==> src/rtl/axi_lite_xbar_1to2.sv <==
// axi_lite_xbar_1to2
// Address-decoding AXI-lite demux: one upstream master to two downstream slaves
// (s0 = SRAM, s1 = UART) plus an internal decode-error responder. Read and
// write paths are independent FSMs. Each path carries one transaction at a time
// and holds its route until the response handshake completes.
module axi_lite_xbar_1to2 #(
  parameter logic [31:0] S0_BASE = 32'h8000_0000,
  parameter logic [31:0] S0_MASK = 32'hF800_0000,
  parameter logic [31:0] S1_BASE = 32'hA000_03F8,
  parameter logic [31:0] S1_MASK = 32'hFFFF_FFF8
) (
  input  logic        clk,
  input  logic        rst_n,
  // master read address / data
  input  logic [31:0] m_araddr,
  input  logic        m_arvalid,
  output logic        m_arready,
  output logic [31:0] m_rdata,
  output logic [1:0]  m_rresp,
  output logic        m_rvalid,
  input  logic        m_rready,
  // master write address / data / response
  input  logic [31:0] m_awaddr,
  input  logic        m_awvalid,
  output logic        m_awready,
  input  logic [31:0] m_wdata,
  input  logic [3:0]  m_wstrb,
  input  logic        m_wvalid,
  output logic        m_wready,
  output logic [1:0]  m_bresp,
  output logic        m_bvalid,
  input  logic        m_bready,
  // slave 0
  output logic [31:0] s0_araddr,
  output logic        s0_arvalid,
  input  logic        s0_arready,
  input  logic [31:0] s0_rdata,
  input  logic [1:0]  s0_rresp,
  input  logic        s0_rvalid,
  output logic        s0_rready,
  output logic [31:0] s0_awaddr,
  output logic        s0_awvalid,
  input  logic        s0_awready,
  output logic [31:0] s0_wdata,
  output logic [3:0]  s0_wstrb,
  output logic        s0_wvalid,
  input  logic        s0_wready,
  input  logic [1:0]  s0_bresp,
  input  logic        s0_bvalid,
  output logic        s0_bready,
  // slave 1
  output logic [31:0] s1_araddr,
  output logic        s1_arvalid,
  input  logic        s1_arready,
  input  logic [31:0] s1_rdata,
  input  logic [1:0]  s1_rresp,
  input  logic        s1_rvalid,
  output logic        s1_rready,
  output logic [31:0] s1_awaddr,
  output logic        s1_awvalid,
  input  logic        s1_awready,
  output logic [31:0] s1_wdata,
  output logic [3:0]  s1_wstrb,
  output logic        s1_wvalid,
  input  logic        s1_wready,
  input  logic [1:0]  s1_bresp,
  input  logic        s1_bvalid,
  output logic        s1_bready
);

  localparam logic [1:0] TGT_S0  = 2'd0;
  localparam logic [1:0] TGT_S1  = 2'd1;
  localparam logic [1:0] TGT_ERR = 2'd2;
  localparam logic [1:0] DECERR  = 2'b11;

  typedef enum logic [2:0] {R_IDLE, R_ADDR, R_DATA, R_EADDR, R_EDATA} rd_state_t;
  typedef enum logic [2:0] {W_IDLE, W_ADDR, W_RESP, W_EADDR, W_ERESP} wr_state_t;

  // S0 wins on overlap; anything unmatched goes to the error responder.
  function automatic logic [1:0] decode(input logic [31:0] addr);
    logic [1:0] tgt;
    if ((addr & S0_MASK) == S0_BASE) begin
      tgt = TGT_S0;
    end else if ((addr & S1_MASK) == S1_BASE) begin
      tgt = TGT_S1;
    end else begin
      tgt = TGT_ERR;
    end
    return tgt;
  endfunction

  rd_state_t  rd_state_r;
  wr_state_t  wr_state_r;
  logic       rsel_r;      // 0 = s0, 1 = s1 (meaningful in R_ADDR/R_DATA)
  logic       wsel_r;      // 0 = s0, 1 = s1 (meaningful in W_ADDR/W_RESP)
  logic       aw_done_r;
  logic       w_done_r;
  logic [1:0] ar_tgt_s;
  logic [1:0] aw_tgt_s;
  logic       aw_all_s;
  logic       w_all_s;

  assign ar_tgt_s = decode(m_araddr);
  assign aw_tgt_s = decode(m_awaddr);
  // a channel counts as done once it has handshaked in this or an earlier cycle
  assign aw_all_s = aw_done_r | (m_awvalid & m_awready);
  assign w_all_s  = w_done_r  | (m_wvalid  & m_wready);

  // Address and write payload fan out to both slaves; only valids are steered.
  assign s0_araddr = m_araddr;
  assign s1_araddr = m_araddr;
  assign s0_awaddr = m_awaddr;
  assign s1_awaddr = m_awaddr;
  assign s0_wdata  = m_wdata;
  assign s1_wdata  = m_wdata;
  assign s0_wstrb  = m_wstrb;
  assign s1_wstrb  = m_wstrb;

  // Read path state: decode once, then hold the route until R completes.
  always_ff @(posedge clk) begin
    if (!rst_n) begin
      rd_state_r <= R_IDLE;
      rsel_r     <= 1'b0;
    end else begin
      case (rd_state_r)
        R_IDLE: begin
          if (m_arvalid) begin
            rsel_r     <= (ar_tgt_s == TGT_S1);
            rd_state_r <= (ar_tgt_s == TGT_ERR) ? R_EADDR : R_ADDR;
          end
        end
        R_ADDR:  if (m_arvalid && m_arready) rd_state_r <= R_DATA;
        R_DATA:  if (m_rvalid && m_rready)   rd_state_r <= R_IDLE;
        R_EADDR: rd_state_r <= R_EDATA;
        R_EDATA: if (m_rready)               rd_state_r <= R_IDLE;
        default: rd_state_r <= R_IDLE;
      endcase
    end
  end

  // Read path steering: connect master to the selected slave or the error responder.
  always_comb begin
    m_arready  = 1'b0;
    m_rvalid   = 1'b0;
    m_rdata    = 32'h0000_0000;
    m_rresp    = 2'b00;
    s0_arvalid = 1'b0;
    s1_arvalid = 1'b0;
    s0_rready  = 1'b0;
    s1_rready  = 1'b0;
    case (rd_state_r)
      R_ADDR: begin
        if (rsel_r) begin
          s1_arvalid = m_arvalid;
          m_arready  = s1_arready;
        end else begin
          s0_arvalid = m_arvalid;
          m_arready  = s0_arready;
        end
      end
      R_DATA: begin
        if (rsel_r) begin
          m_rvalid  = s1_rvalid;
          m_rdata   = s1_rdata;
          m_rresp   = s1_rresp;
          s1_rready = m_rready;
        end else begin
          m_rvalid  = s0_rvalid;
          m_rdata   = s0_rdata;
          m_rresp   = s0_rresp;
          s0_rready = m_rready;
        end
      end
      R_EADDR: m_arready = 1'b1;
      R_EDATA: begin
        m_rvalid = 1'b1;
        m_rresp  = DECERR;
      end
      default: m_arready = 1'b0;
    endcase
  end

  // Write path state: decode on AW, collect AW and W in any order, then route B.
  always_ff @(posedge clk) begin
    if (!rst_n) begin
      wr_state_r <= W_IDLE;
      wsel_r     <= 1'b0;
      aw_done_r  <= 1'b0;
      w_done_r   <= 1'b0;
    end else begin
      case (wr_state_r)
        W_IDLE: begin
          aw_done_r <= 1'b0;
          w_done_r  <= 1'b0;
          if (m_awvalid) begin
            wsel_r     <= (aw_tgt_s == TGT_S1);
            wr_state_r <= (aw_tgt_s == TGT_ERR) ? W_EADDR : W_ADDR;
          end
        end
        W_ADDR, W_EADDR: begin
          aw_done_r <= aw_all_s;
          w_done_r  <= w_all_s;
          if (aw_all_s && w_all_s) begin
            wr_state_r <= (wr_state_r == W_EADDR) ? W_ERESP : W_RESP;
          end
        end
        W_RESP:  if (m_bvalid && m_bready) wr_state_r <= W_IDLE;
        W_ERESP: if (m_bready)             wr_state_r <= W_IDLE;
        default: wr_state_r <= W_IDLE;
      endcase
    end
  end

  // Write path steering: a channel's valid/ready is masked once it has completed.
  always_comb begin
    m_awready  = 1'b0;
    m_wready   = 1'b0;
    m_bvalid   = 1'b0;
    m_bresp    = 2'b00;
    s0_awvalid = 1'b0;
    s1_awvalid = 1'b0;
    s0_wvalid  = 1'b0;
    s1_wvalid  = 1'b0;
    s0_bready  = 1'b0;
    s1_bready  = 1'b0;
    case (wr_state_r)
      W_ADDR: begin
        if (wsel_r) begin
          s1_awvalid = m_awvalid & ~aw_done_r;
          m_awready  = s1_awready & ~aw_done_r;
          s1_wvalid  = m_wvalid & ~w_done_r;
          m_wready   = s1_wready & ~w_done_r;
        end else begin
          s0_awvalid = m_awvalid & ~aw_done_r;
          m_awready  = s0_awready & ~aw_done_r;
          s0_wvalid  = m_wvalid & ~w_done_r;
          m_wready   = s0_wready & ~w_done_r;
        end
      end
      W_RESP: begin
        if (wsel_r) begin
          m_bvalid  = s1_bvalid;
          m_bresp   = s1_bresp;
          s1_bready = m_bready;
        end else begin
          m_bvalid  = s0_bvalid;
          m_bresp   = s0_bresp;
          s0_bready = m_bready;
        end
      end
      W_EADDR: begin
        m_awready = ~aw_done_r;
        m_wready  = ~w_done_r;
      end
      W_ERESP: begin
        m_bvalid = 1'b1;
        m_bresp  = DECERR;
      end
      default: m_awready = 1'b0;
    endcase
  end

endmodule
==> config.mk <==
export PLATFORM = sky130hd
export DESIGN_NAME = axi_lite_xbar_1to2
export DESIGN_NICKNAME = d
export VERILOG_FILES = /design/src/rtl/axi_lite_xbar_1to2.sv
export SDC_FILE = /design/constraint.sdc
export NUM_CORES = 1
export LEC_CHECK = 0
export ABC_AREA = 1
export CAP_MARGIN = 20
export CORE_AREA = 10 10 161 163
export CTS_CLUSTER_DIAMETER = 40
export CTS_CLUSTER_SIZE = 8
export DETAILED_ROUTE_END_ITERATION = 7
export DIE_AREA = 0 0 171 173
export PLACE_DENSITY = 0.59
export SETUP_SLACK_MARGIN = 0.02
export SLEW_MARGIN = 25
export SYNTH_ARGS = -nofsm -noshare
export SYNTH_HDL_FRONTEND = slang
export SYNTH_SLANG_ARGS = --single-unit
==> constraint.sdc <==
create_clock -name clk -period 1.55 [get_ports clk]
set_clock_uncertainty 0.2 [all_clocks]
set_input_delay 0.2325 -clock clk [delete_from_list [all_inputs] [get_ports clk]]
set_output_delay 0.2325 -clock clk [all_outputs]
set_load 0.02 [all_outputs]
Yosys cells after proc, flatten, opt, wreduce, memory -nomap -nowiden
Index checks and enable logic that the tools add are counted.
{ "word_totals": {"reg_bits": 10, "word_cells": 109} }
{ "classes": {"n_eq_ne": 24, "mux": 55, "n_bitwise": 12, "reduce_logical": 12} }
{ "op_table": {"columns": ["operator", "n"], "rows": [
  ["32-bit 2-to-1 mux", 2],
  ["29-bit equality test (second input constant)", 2],
  ["3-bit 2-to-1 mux", 9],
  ["1-bit 2-to-1 mux", 25],
  ["2-bit 2-to-1 mux", 8],
  ["2-bit inequality test (second input constant)", 8],
  ["3-bit case mux with 5 select lines", 1],
  ["1-bit case mux with 2 select lines", 7],
  ["3-bit by 2-bit equality test with 1-bit output (second input constant)", 4],
  ["3-bit case mux with 4 select lines", 1],
  ["5-bit equality test (second input constant)", 2],
  ["1-bit bitwise AND", 8],
  ["2-bit case mux with 2 select lines", 2],
  ["4-bit AND reduction", 2],
  ["3-bit by 1-bit equality test with 1-bit output (second input constant)", 2],
  ["3-bit equality test (second input constant)", 2],
  ["3-bit logical NOT", 2],
  ["2-bit by 1-bit equality test with 1-bit output (second input constant)", 2],
  ["2-bit equality test (second input constant)", 2],
  ["1-bit logical AND", 4],
  ["2-bit AND reduction", 2],
  ["1-bit NOT", 2],
  ["1-bit bitwise OR", 2],
  ["2-bit nonzero test", 1],
  ["2-bit OR reduction", 1]
]} }

Longest topological paths before layout
{ "logic_depth": {"word_depth": 9, "ltp_mapped": 12, "ltp_nobuf": 11} }

Least setup slack after synthesis
OpenSTA, ideal clock, no wires.
{ "synth_path": {"path_kind": "register to output", "startpoint": "reg wr_state_r[0]", "endpoint": "out m_bresp[0]", "t_arrival_ps": 1221, "required_time_ps": 1117, "setup_slack_ps": -103, "stages_incl_launch_ff": 4, "n_path_buf": 0, "path_cell_list": "dfxtp_1 > nor3_2 > inv_1 > o31ai_1"} }
{ "synth_via": {"elab_chain_cells": 2} }
{ "synth_lines": {"columns": ["item", "line", "source"], "rows": [
  ["start, declared", "93", "wr_state_t wr_state_r;"],
  ["start signal, assigned", "197", "wr_state_r <= (aw_tgt_s == TGT_ERR) ? W_EADDR : W_ADDR;"],
  ["start signal, assigned", "204", "wr_state_r <= (wr_state_r == W_EADDR) ? W_ERESP : W_RESP;"],
  ["3-bit equality test or 3-bit by 2-bit equality test with 1-bit output (tied branches)", "226", "case (wr_state_r)"],
  ["2-bit case mux with 2 select lines (*)", "226", null],
  ["end, declared", "30", "output logic [1:0] m_bresp,"]
]} }
Every way passes the cells marked *; elsewhere a longest branch is shown, timed or not.

Worst setup path after layout
{ "layout_path": {"startpoint": "reg rd_state_r[1]", "endpoint": "out s1_arvalid"} }
{ "layout_via": {"elab_chain_cells": 2} }
{ "layout_lines": {"columns": ["item", "line", "source"], "rows": [
  ["start, declared", "92", "rd_state_t rd_state_r;"],
  ["start signal, assigned", "129", "rd_state_r <= (ar_tgt_s == TGT_ERR) ? R_EADDR : R_ADDR;"],
  ["3-bit by 1-bit equality test with 1-bit output", "151", "case (rd_state_r)"],
  ["1-bit 2-to-1 mux", "151", null],
  ["end, declared", "53", "output logic s1_arvalid,"]
]} }
No other way between the ends.

==> flow_metrics.env <==
export IMPL_status="complete, but fails checks"
export IMPL_violations="negative setup slack"
export IMPL_grt_pass1_wl_mm=23.1
export IMPL_cts_tree="done"
export IMPL_synth_adder_area_share=0
export IMPL_cts_hold_buf=0
export IMPL_die_h_um=173
export IMPL_finalNetCount=885
export IMPL_clock_fmax_ghz=0.531
export IMPL_cp_arrival_ns=1.45
export IMPL_p_leak_nw=2.84
export IMPL_path_delay_family="buffers and inverters"
export IMPL_die_area_um2=29600
export IMPL_r2r_slack_ns=-0.16
export IMPL_place_area_um2=5600
export IMPL_firstDrtPassIters=4
export IMPL_path_clk_slew_ns=0.05
export IMPL_cp_cell_sequence="buf_6 -> buf_6 -> nor3_4 -> inv_2 -> nor3_4 -> buf_6 -> buf_6"
export IMPL_clock_path_buffers=2
export IMPL_drcViolationCount=0
export IMPL_synth_cell_types=28
export IMPL_area_growth_pct=107
export IMPL_wl_per_cell_um=16.7
export IMPL_max_stage_delay_ns=0.33
export IMPL_clock_sinks=10
export IMPL_drt_antenna_violating_nets=0
export IMPL_tightest_slew_ns=0.253
export IMPL_cts_buffers=3
export IMPL_post_dp_hpwl_mm=13.8
export IMPL_peakVddDrop_mv=0.462
export IMPL_path_common_cell="buf_6"
export IMPL_worstPathRequired_ns=1.12
export IMPL_relSlewSlack=0.831
export IMPL_htreeDepth=1
export IMPL_synth_area_mux_share=0.00335
export IMPL_wl_mm=16.3
export IMPL_rsz0062_at_grt="true"
export IMPL_die_w_um=171
export IMPL_r2r_start="rd_state_r[1]$_SDFFE_PN0P_"
export IMPL_synth_top_family_by_area="buffers and inverters"
export IMPL_startpoint="rd_state_r[1]$_SDFFE_PN0P_"
export IMPL_syn_avg_cell_area_um2=6.05
export IMPL_grt_pass1_vias=3927
export IMPL_grt_max_degree=22
export IMPL_worst_slack_ns=-0.333
export IMPL_dpl_cell_count=948
export IMPL_drive_above_1_share=0.455
export IMPL_synth_xor_area_share=0
export IMPL_setup_violations=54
export IMPL_timing_final_crit_share=1.22
export IMPL_place_congestion=0.784
export IMPL_grtUsageTotal=0.0999
export IMPL_synth_compound_area_share=0.0969
export IMPL_netlist_instances=493
export IMPL_ys_warn_count=0
export IMPL_finalHoldViolations=0
export IMPL_insertion_delay_ns=0.24
export IMPL_grt_antenna_before_repair=0
export IMPL_drt_iter0_drc=106
export IMPL_num_vias=3628
export IMPL_slowest_stage="dfxtp_2"
export IMPL_cp_start_kind="flip-flop"
export IMPL_fin_hold_ws_ns=0.265
export IMPL_end_kind="output pin"
export IMPL_stdcell_area_um2=6170
export IMPL_cts_root_buf="clkbuf_16"
export IMPL_slew_viol_final=0
export IMPL_io_pins=440
export IMPL_layout_filler_cells=2519
export IMPL_final_cell_count_no_fill=980
export IMPL_io_buffers=313
export IMPL_hp_start="m_wdata[29]"
export IMPL_num_rows=55
export IMPL_via_per_inst=3.70
export IMPL_path_buf_inv=5
export IMPL_start_util=0.132
export IMPL_yosysSeqAreaShare=0.0671
export IMPL_overflow=0
export IMPL_synth_seq_cells=10
export IMPL_yosys_area_share_simple=0.274
export IMPL_power_density_nw_per_um2=708
export IMPL_path_max_fanout=4
export IMPL_diodes=0
export IMPL_max_cap_violations=0
export IMPL_path_class="reg -> out"
export IMPL_synthesis_nets=682
export IMPL_hold_class="in -> out"
export IMPL_synthesis_area_um2=2980
export IMPL_fin_crit_ns=1.88
export IMPL_core_area_um2=22600
==> kinds of logic after synthesis <==
kind of cell    count (synthesis)
compound gates                 52
buf+inv                       238
flops                          10
mux                             1
simple gates                  192
==> area by class of cell <==
cell class | count | area, µm² | area share
tap | 285 | 357 | 0.0578
multi-input combinational | 245 | 1530 | 0.248
sequential | 10 | 216 | 0.0351
timing repair buffer | 410 | 3860 | 0.626
inverter | 26 | 115 | 0.0187
clock buffer | 4 | 88.8 | 0.0144
==> timing repair <==
item / in CTS / in global routing
endpoints found under the setup margin: 175 / 87
pin swaps: 33 / 23
buffers inserted: 22 / 12
gates resized for setup: 579 / 73
gates cloned: 2 / 0
==> per-layer routing <==
layer	global-route usage	up-vias	part of all wire
met5	0	-	0
met1	0.0931	1598	0.34
li1	-	1776	-
met3	0.0408	47	0.11
met4	0.0352	0	0.034
met2	0.189	207	0.52
==> synth_stat cells, drive strengths merged <==
master / number / area share
dfxtp: 10 / 0.067
a21boi: 1 / 0.0025
nor2: 34 / 0.043
mux2i: 1 / 0.0034
o21ai: 6 / 0.010
nand3: 16 / 0.029
inv: 26 / 0.034
clkbuf: 2 / 0.0025
a21oi: 38 / 0.064
nor3: 20 / 0.037
o2111a: 2 / 0.0075
nand4: 5 / 0.010
or2: 1 / 0.0021
and2: 2 / 0.0042
buf: 210 / 0.52
o2111ai: 1 / 0.0029
o31ai: 4 / 0.010
nand2: 112 / 0.14
nand3b: 2 / 0.0050
==> cell usage in the layout, fill, tap and decap left out, drive strengths merged, types with 2 or more instances in the layout <==
master         synthesis  routed
o31ai                  4       4
clkbuf                 2      14
nand2                112     112
nand3b                 2       2
buf                  210     156
nand3                 16      16
o2111a                 2       2
dfxtp                 10      10
a21oi                 38      38
nor3                  20      20
nand4                  5       5
nor2                  34      34
clkdlybuf4s50          0     112
inv                   26      26
o21ai                  6       6
and2                   2       2
clkdlybuf4s15          0      67
dlygate4sd2            0      55
dlymetal6s2s           0      10
==> report_power, final <==
| group | total (mW) | internal, mW | switching [mW] |
|---|---|---|---|
| logic | 3.52 | 1.71 | 1.81 |
| clock network | 0.511 | 0.388 | 0.123 |
| registers | 0.339 | 0.303 | 0.0358 |
| total | 4.37 | 2.40 | 1.97 |
==> registers in the layout, summed over array words and instances, names as in the netlist <==
register and cells:
rd_state_r 3, wr_state_r 3, aw_done_r 1, rsel_r 1
w_done_r 1, wsel_r 1
==> per-stage QoR <==
step / power [mW] / setup WS, ns / utilization / TNS [ns]
global route: 4.68 / -0.424 / 0.273 / -15.24
detailed placement: 3.61 / -0.574 / 0.248 / -55.44
finish: 4.37 / -0.333 / 0.273 / -9.53
global placement: 3.61 / -0.564 / 0.248 / -55.20
floorplan: 2.22 / -0.103 / - / -0.975
CTS: 4.29 / -0.388 / 0.266 / -10.68
==> final timing paths <==
check	cells after the start	to
worst max-delay path	7	s1_arvalid
worst min-delay path	0	s0_wdata[29]
worst max register to register	11	rd_state_r[1]$_SDFFE_PN0P_
worst min register to register	3	rd_state_r[2]$_SDFFE_PN0P_
No activity file was read; power rests on OpenSTA's default activity.
